## config.mk

```make
export PLATFORM = sky130hd
export DESIGN_NAME = decode_cycle
export DESIGN_NICKNAME = d
export VERILOG_FILES = /design/src/rtl/decode_cycle.sv
export SDC_FILE = /design/constraint.sdc
export NUM_CORES = 2
export LEC_CHECK = 0
export ABC_AREA = 1
export CAP_MARGIN = 20
export CORE_MARGIN = 3
export CORE_UTILIZATION = 35
export CTS_CLUSTER_SIZE = 10
export DETAILED_ROUTE_END_ITERATION = 12
export PLACE_DENSITY = 0.51
export SLEW_MARGIN = 5
export SYNTH_ARGS = -nofsm -noshare
export SYNTH_HDL_FRONTEND = slang
export SYNTH_SLANG_ARGS = --single-unit
```

## constraint.sdc

```tcl
create_clock -name i_decode_clk -period 2.3 [get_ports i_decode_clk]
set_input_delay 0.23 -clock i_decode_clk [delete_from_list [all_inputs] [get_ports i_decode_clk]]
set_output_delay 0.23 -clock i_decode_clk [all_outputs]
set_load 0.005 [all_outputs]
```

## src/rtl/decode_cycle.sv

```systemverilog
// RV32I decode stage: register file, immediate/control decode, load-use stall and ID/EX register.
// Optional DECODE_BYPASS_EN: write-first bypass from the writeback port into register reads.
module decode_cycle #(
  parameter logic [31:0] NOP_INST = 32'h0000_0013
) (
  input  logic        i_decode_clk,
  input  logic        i_decode_reset_n,
  input  logic [31:0] i_decode_pc,
  input  logic [31:0] i_decode_inst,
  input  logic        i_decode_flush,
  input  logic        i_wb_we,
  input  logic [4:0]  i_wb_rd,
  input  logic [31:0] i_wb_data,
  output logic        o_decode_stall,
  output logic [31:0] o_ex_pc,
  output logic [31:0] o_ex_rs1_data,
  output logic [31:0] o_ex_rs2_data,
  output logic [31:0] o_ex_imm,
  output logic [4:0]  o_ex_rs1_addr,
  output logic [4:0]  o_ex_rs2_addr,
  output logic [4:0]  o_ex_rd,
  output logic [2:0]  o_ex_funct3,
  output logic [3:0]  o_ex_alu_op,
  output logic [1:0]  o_ex_wb_sel,
  output logic        o_ex_opa_sel,
  output logic        o_ex_opb_sel,
  output logic        o_ex_rd_wr,
  output logic        o_ex_mem_rd,
  output logic        o_ex_mem_wr,
  output logic        o_ex_is_branch,
  output logic        o_ex_is_jump,
  output logic        o_ex_valid
);

  typedef enum logic [6:0] {
    OPC_LUI    = 7'b0110111,
    OPC_AUIPC  = 7'b0010111,
    OPC_JAL    = 7'b1101111,
    OPC_JALR   = 7'b1100111,
    OPC_BRANCH = 7'b1100011,
    OPC_LOAD   = 7'b0000011,
    OPC_STORE  = 7'b0100011,
    OPC_OPIMM  = 7'b0010011,
    OPC_OP     = 7'b0110011
  } opcode_e;

  typedef enum logic [3:0] {
    ALU_ADD = 4'd0, ALU_SUB = 4'd1, ALU_SLL = 4'd2, ALU_SLT = 4'd3,
    ALU_SLTU = 4'd4, ALU_XOR = 4'd5, ALU_SRL = 4'd6, ALU_SRA = 4'd7,
    ALU_OR = 4'd8, ALU_AND = 4'd9, ALU_PASSB = 4'd10
  } alu_e;

  function automatic alu_e alu_of(input logic [2:0] f3, input logic alt);
    case (f3)
      3'b000:  alu_of = alt ? ALU_SUB : ALU_ADD;
      3'b001:  alu_of = ALU_SLL;
      3'b010:  alu_of = ALU_SLT;
      3'b011:  alu_of = ALU_SLTU;
      3'b100:  alu_of = ALU_XOR;
      3'b101:  alu_of = alt ? ALU_SRA : ALU_SRL;
      3'b110:  alu_of = ALU_OR;
      default: alu_of = ALU_AND;
    endcase
  endfunction

  logic [31:0] regs [32];

  logic        known, rs1_used, rs2_used, stall, bubble;
  logic [31:0] dinst, rs1_data, rs2_data;
  logic        byp1, byp2;

  logic [31:0] d_imm;
  alu_e        d_alu;
  logic [1:0]  d_wb;
  logic        d_opa, d_opb, d_rd_wr, d_mem_rd, d_mem_wr, d_br, d_jmp;

  always_comb begin
    known    = 1'b1;
    rs1_used = 1'b1;
    rs2_used = 1'b0;
    case (i_decode_inst[6:0])
      OPC_LUI, OPC_AUIPC, OPC_JAL:   rs1_used = 1'b0;
      OPC_OP, OPC_STORE, OPC_BRANCH: rs2_used = 1'b1;
      OPC_JALR, OPC_LOAD, OPC_OPIMM: ;
      default:                       known = 1'b0;
    endcase
  end

  // Stall only looks at the load currently in ID/EX; a flush overrides it.
  assign stall = i_decode_reset_n & ~i_decode_flush & o_ex_mem_rd & (o_ex_rd != 5'd0) &
                 ((rs1_used & (i_decode_inst[19:15] == o_ex_rd)) |
                  (rs2_used & (i_decode_inst[24:20] == o_ex_rd)));
  assign o_decode_stall = stall;

  // Bubbles are produced by decoding NOP_INST and then squashing its side effects.
  assign bubble = i_decode_flush | stall | ~known;
  assign dinst  = bubble ? NOP_INST : i_decode_inst;

`ifdef DECODE_BYPASS_EN
  assign byp1 = i_wb_we & (i_wb_rd != 5'd0) & (i_wb_rd == dinst[19:15]);
  assign byp2 = i_wb_we & (i_wb_rd != 5'd0) & (i_wb_rd == dinst[24:20]);
`else
  assign byp1 = 1'b0;
  assign byp2 = 1'b0;
`endif

  assign rs1_data = (dinst[19:15] == 5'd0) ? '0 : byp1 ? i_wb_data : regs[dinst[19:15]];
  assign rs2_data = (dinst[24:20] == 5'd0) ? '0 : byp2 ? i_wb_data : regs[dinst[24:20]];

  always_comb begin
    d_imm    = '0;
    d_alu    = ALU_ADD;
    d_wb     = 2'd0;
    d_opa    = 1'b0;
    d_opb    = 1'b0;
    d_rd_wr  = 1'b0;
    d_mem_rd = 1'b0;
    d_mem_wr = 1'b0;
    d_br     = 1'b0;
    d_jmp    = 1'b0;
    case (dinst[6:0])
      OPC_LUI: begin
        d_imm = {dinst[31:12], 12'h000};
        d_alu = ALU_PASSB; d_opb = 1'b1; d_rd_wr = 1'b1;
      end
      OPC_AUIPC: begin
        d_imm = {dinst[31:12], 12'h000};
        d_opa = 1'b1; d_opb = 1'b1; d_rd_wr = 1'b1;
      end
      OPC_JAL: begin
        d_imm = {{11{dinst[31]}}, dinst[31], dinst[19:12], dinst[20], dinst[30:21], 1'b0};
        d_wb = 2'd2; d_jmp = 1'b1; d_opa = 1'b1; d_opb = 1'b1; d_rd_wr = 1'b1;
      end
      OPC_JALR: begin
        d_imm = {{20{dinst[31]}}, dinst[31:20]};
        d_wb = 2'd2; d_jmp = 1'b1; d_opb = 1'b1; d_rd_wr = 1'b1;
      end
      OPC_BRANCH: begin
        d_imm = {{19{dinst[31]}}, dinst[31], dinst[7], dinst[30:25], dinst[11:8], 1'b0};
        d_alu = ALU_SUB; d_br = 1'b1;
      end
      OPC_LOAD: begin
        d_imm = {{20{dinst[31]}}, dinst[31:20]};
        d_wb = 2'd1; d_mem_rd = 1'b1; d_opb = 1'b1; d_rd_wr = 1'b1;
      end
      OPC_STORE: begin
        d_imm = {{20{dinst[31]}}, dinst[31:25], dinst[11:7]};
        d_mem_wr = 1'b1; d_opb = 1'b1;
      end
      OPC_OPIMM: begin
        d_imm = {{20{dinst[31]}}, dinst[31:20]};
        d_alu = alu_of(dinst[14:12], dinst[30] & (dinst[14:12] == 3'b101));
        d_opb = 1'b1; d_rd_wr = 1'b1;
      end
      OPC_OP: begin
        d_alu = alu_of(dinst[14:12], dinst[30]);
        d_rd_wr = 1'b1;
      end
      default: ;
    endcase
  end

  always_ff @(posedge i_decode_clk or negedge i_decode_reset_n) begin
    if (!i_decode_reset_n) begin
      for (int unsigned i = 0; i < 32; i++) regs[i] <= '0;
    end else if (i_wb_we && (i_wb_rd != 5'd0)) begin
      regs[i_wb_rd] <= i_wb_data;
    end
  end

  always_ff @(posedge i_decode_clk or negedge i_decode_reset_n) begin
    if (!i_decode_reset_n) begin
      o_ex_pc        <= '0;
      o_ex_rs1_data  <= '0;
      o_ex_rs2_data  <= '0;
      o_ex_imm       <= '0;
      o_ex_rs1_addr  <= '0;
      o_ex_rs2_addr  <= '0;
      o_ex_rd        <= '0;
      o_ex_funct3    <= '0;
      o_ex_alu_op    <= '0;
      o_ex_wb_sel    <= '0;
      o_ex_opa_sel   <= 1'b0;
      o_ex_opb_sel   <= 1'b0;
      o_ex_rd_wr     <= 1'b0;
      o_ex_mem_rd    <= 1'b0;
      o_ex_mem_wr    <= 1'b0;
      o_ex_is_branch <= 1'b0;
      o_ex_is_jump   <= 1'b0;
      o_ex_valid     <= 1'b0;
    end else begin
      o_ex_pc        <= i_decode_pc;
      o_ex_rs1_data  <= rs1_data;
      o_ex_rs2_data  <= rs2_data;
      o_ex_imm       <= d_imm;
      o_ex_rs1_addr  <= dinst[19:15];
      o_ex_rs2_addr  <= dinst[24:20];
      o_ex_rd        <= dinst[11:7];
      o_ex_funct3    <= dinst[14:12];
      o_ex_alu_op    <= d_alu;
      o_ex_wb_sel    <= d_wb;
      o_ex_opa_sel   <= d_opa;
      o_ex_opb_sel   <= d_opb;
      o_ex_rd_wr     <= d_rd_wr  & ~bubble;
      o_ex_mem_rd    <= d_mem_rd & ~bubble;
      o_ex_mem_wr    <= d_mem_wr & ~bubble;
      o_ex_is_branch <= d_br     & ~bubble;
      o_ex_is_jump   <= d_jmp    & ~bubble;
      o_ex_valid     <= ~bubble;
    end
  end

endmodule
```

==> summary.txt <==
Outcome
  • Status: finished with violations
  • Failing checks: setup timing

Setup path
  • Crit path DAT: 3.51 ns
  • Critical-path cell list: nand2_2 > nand4_1 > nor2_1 > nand2_1 > nand2_2 > nand2_8 > nand3_4 > buf_8 > clkinv_16 > buf_6 > buf_4 > nand2_1 > nand3_1 > nand3_2 > nand2_2 > a21oi_4 > nor2_1
  • CP delay by family, top: simple AND/OR/NAND/NOR gates
  • CP Capture Type: flip-flop
  • Worst path most repeated cell: nand2_2
  • Crit path buf inv count: 4
  • CP peak stage delay: 0.47 ns
  • CP Depth: 17
  • Worst-path fanout max: 7
  • Slowest CP cell: dfrtp_2
  • Reg2Reg Depth: 17
  • CP startpoint kind: flip-flop
  • Critical Path RT: 2.96 ns
  • WS Path Type: reg -> reg

Placed design
  • Place WS: -1.566 ns
  • GP Congestion: 0.8934
  • Post-DP HPWL: approximately 190 mm
  • PortBufs: 265
  • Placed Instances: approximately 12000
  • Post-DP Area: 74580 um2

STA
  • Worst slew pin tran: 1.215 ns
  • Final Max Slew Viols: 0
  • Fin crit share: 123.8%
  • Final Setup Violations: 95
  • Relative slew margins: 18.98%
  • Hold Fails Final Rpt: 0
  • Worst-case clock skew: approximately 0.038 ns
  • Peak clock frequency supported by timing: approximately 0.35 GHz
  • Final WS setup: -0.5478 ns
  • Unrepaired setup endpoints after global routing: true
  • Minimum clock period: 2.848 ns

Cells and area
  • Layout Cells excl Fill: about 12000
  • Final Cell Area: 85260 um2
  • Final core occ: approximately 47%
  • Multi-input logic area: 31710 um2
  • Fill cell count: approximately 18000
  • Nets: between 9000 and 10000
  • Share of cells above drive strength 1: 15.74%
  • Synth-to-Final Area Change: 32.48%
  • Register area: 29630 um2

Synthesis
  • Synth Net Count: 9226
  • #FFs+latches synth: about 1200
  • Synth cell types: 34
  • Seq/Total Area, Yosys: between 40% and 50%
  • Area leader, netlist: dfrtp_1
  • Yosys warns: 0
  • Syn avg cell area: 7.056 um2
  • Synth top area cells: dfrtp_1, nand2_1, nand3_1
  • Syn Std Cell Area: 64350 um2
  • Post-Synthesis Cells: 9121
  • Post-synth top area share: 46.04%

Power and ir drop
  • Peak supply drop: 623.9 uV
  • Leakage power: 39.44 nW
  • Total power: 59.66 mW
  • P per Cell Area: 699.8 nW/um2

Global routing
  • Initial antenna violation count: 12
  • Vias in the first global route: 64480
  • Maximum number of pins on one net before global-route repair: approximately 150
  • Met3 Usage GRT: 5.469%
  • Met1 usage: a little over two fifths
  • First-pass GRT wire length: 450.9 mm
  • Gr usage total: 31.61%
  • GR Util met2: about 49%
  • Busiest grt layer: met2
  • Congestion Overflow GR: 0

Job
  • Max-cap viol count: 0

Drt
  • Routed Antenna Nets: 0
  • DR WL/cell: 25.88 um
  • DRC: 0
  • Routed vias/inst: 5.702
  • Routed WL: 313.8 mm
  • DRT Pass-1 Iters: 9
  • Iteration-0 DRC Markers: 8562
  • DR vias: 69130

Floorplanning
  • Die Y: roughly 430 um
  • Die area: between 150000 and 200000 um2
  • FP Rows: ~160
  • Die width: 434.8 um
  • Num ports: roughly 270
  • Initial core utilization: 35.41%
  • Placeable Area: 181700 um2

Clock tree
  • Clock Tree Buf Depth: 3
  • Root Driver: clkbuf_16
  • Total CTS buffers: 150
  • Clk_lat worst skew: 0.82 ns
  • CTS sink cnt: 1184
  • Clk pin slew, worst setup/hold paths: 0.06 ns
  • CTS H-Tree Depth: 4
  • CTS tree: built

Min path
  • Hold path depth: 3
  • Hold Path Class: in -> reg
[power breakdown]
group          internal, mW  switching, mW  leakage (nW)  total (mW)
logic                  3.91           5.86          21.9        9.78
registers              24.3           2.82          15.3        27.1
clock network          13.1           9.65          2.25        22.8
[layout make-up]
class	instances	share of cell area [%]
multi-input combinational	6689	37.20
sequential	1184	34.76
timing repair buffer	1161	17.18
clock buffer	222	5.160
tap	2449	3.594
inverter	385	1.820
clock inverter	23	0.2245
timing repair inverter	3	0.04696
antenna	8	0.02348
[final timing paths]
check                                       start                          to  slack (ns)
max                          o_ex_rd[2]$_DFF_PN0_  o_ex_rs1_data[5]$_DFF_PN0_       -0.55
min                                 i_wb_data[28]       regs[540]$_DFFE_PN0P_        0.04
max reg2reg                  o_ex_rd[2]$_DFF_PN0_  o_ex_rs1_data[5]$_DFF_PN0_       -0.55
min reg2reg                regs[1022]$_DFFE_PN0P_      regs[1022]$_DFFE_PN0P_        0.39
max in group asynchronous        i_decode_reset_n       regs[836]$_DFFE_PN0P_        0.25
min in group asynchronous        i_decode_reset_n        regs[18]$_DFFE_PN0P_        0.26
[cell usage after synthesis]
library cell	instances
a211oi_1	1
a21oi_1	412
a21oi_4	1
a32o_1	1
buf_1	61
buf_2	221
buf_4	21
buf_6	2
clkbuf_1	558
clkinv_1	1
clkinv_2	1
dfrtp_1	1184
inv_1	372
inv_2	11
nand2_1	2880
nand2_2	5
nand2_4	1
nand3_1	1148
nand3_2	3
nand3b_1	2
nand4_1	509
nor2_1	748
nor2_2	3
nor3_1	13
nor3b_1	1
nor4_1	2
o211ai_1	5
o21ai_0	943
o21ai_1	1
o22ai_1	4
o31ai_1	3
or4_1	1
xnor2_1	1
xor2_1	1
[through the flow]
step	TNS, ns	hold WS, ns
CTS	-33.91	0.005056
floorplan	0	-0.06559
detailed placement	-105.44	0.3680
global route	-39.28	0.06266
global placement	-100.64	0.3714
finish	-28.15	0.04310
[flip-flops by register name (all words and copies together), names as in the netlist, 2 cells and up]
name,flops
regs,1024
o_ex_rs2_addr,5
o_ex_imm,32
o_ex_rs2_data,32
o_ex_rd,5
o_ex_rs1_data,32
o_ex_rs1_addr,5
o_ex_alu_op,4
o_ex_pc,32
o_ex_funct3,3
o_ex_wb_sel,2
[worst reg2reg max path, cell delays in order (launching register included)]
cell,delay (ns)
dfrtp_2,0.47
nand2_2,0.08
nand4_1,0.15
nor2_1,0.15
nand2_1,0.08
nand2_2,0.12
nand2_8,0.11
nand3_4,0.19
buf_8,0.20
clkinv_16,0.11
buf_6,0.17
buf_4,0.15
nand2_1,0.06
nand3_1,0.08
nand3_2,0.12
nand2_2,0.09
a21oi_4,0.31
nor2_1,0.08
[metal layers]
metal  vias to the layer above  routed length (um)
met2                      3833              140200
met5                         -                  13
met3                       805               26870
li1                      30970                   -
met4                         2               19940
met1                     33530              126700
[repair_timing]
action | 4_1_cts | 5_1_grt
cloned | 32 | 32
pin swaps | 53 | 179
gates resized for setup | 237 | 452
hold buffers | 48 | 0
setup buffers | 72 | 54
hold endpoints to repair | 185 | 0
setup endpoints to repair | 116 | 113
[kinds of logic (layout without fill, tap and decap cells)]
| logic type | Yosys count | after routing | synth area share [%] |
|---|---|---|---|
| buf+inv | 1248 | 1794 | 7.857 |
| xor+xnor | 2 | 2 | 0.02722 |
| flops | 1184 | 1184 | 46.04 |
| simple gates | 5316 | 5316 | 35.35 |
| compound gates | 1371 | 1371 | 10.73 |
| other cells | 0 | 8 | 0 |
[cells in the final DEF, fill, tap and decap left out, types with 67 or more instances in the layout]
| cell type | instances |
|---|---|
| a21oi_1 | 356 |
| buf_12 | 234 |
| buf_4 | 440 |
| buf_6 | 67 |
| clkbuf_16 | 184 |
| clkdlybuf4s50_1 | 261 |
| dfrtp_1 | 1181 |
| inv_1 | 362 |
| nand2_1 | 2731 |
| nand2_2 | 123 |
| nand3_1 | 977 |
| nand3_2 | 159 |
| nand4_1 | 509 |
| nor2_1 | 710 |
| o21ai_0 | 930 |
Note: power is estimated with default switching activity, not from simulation.
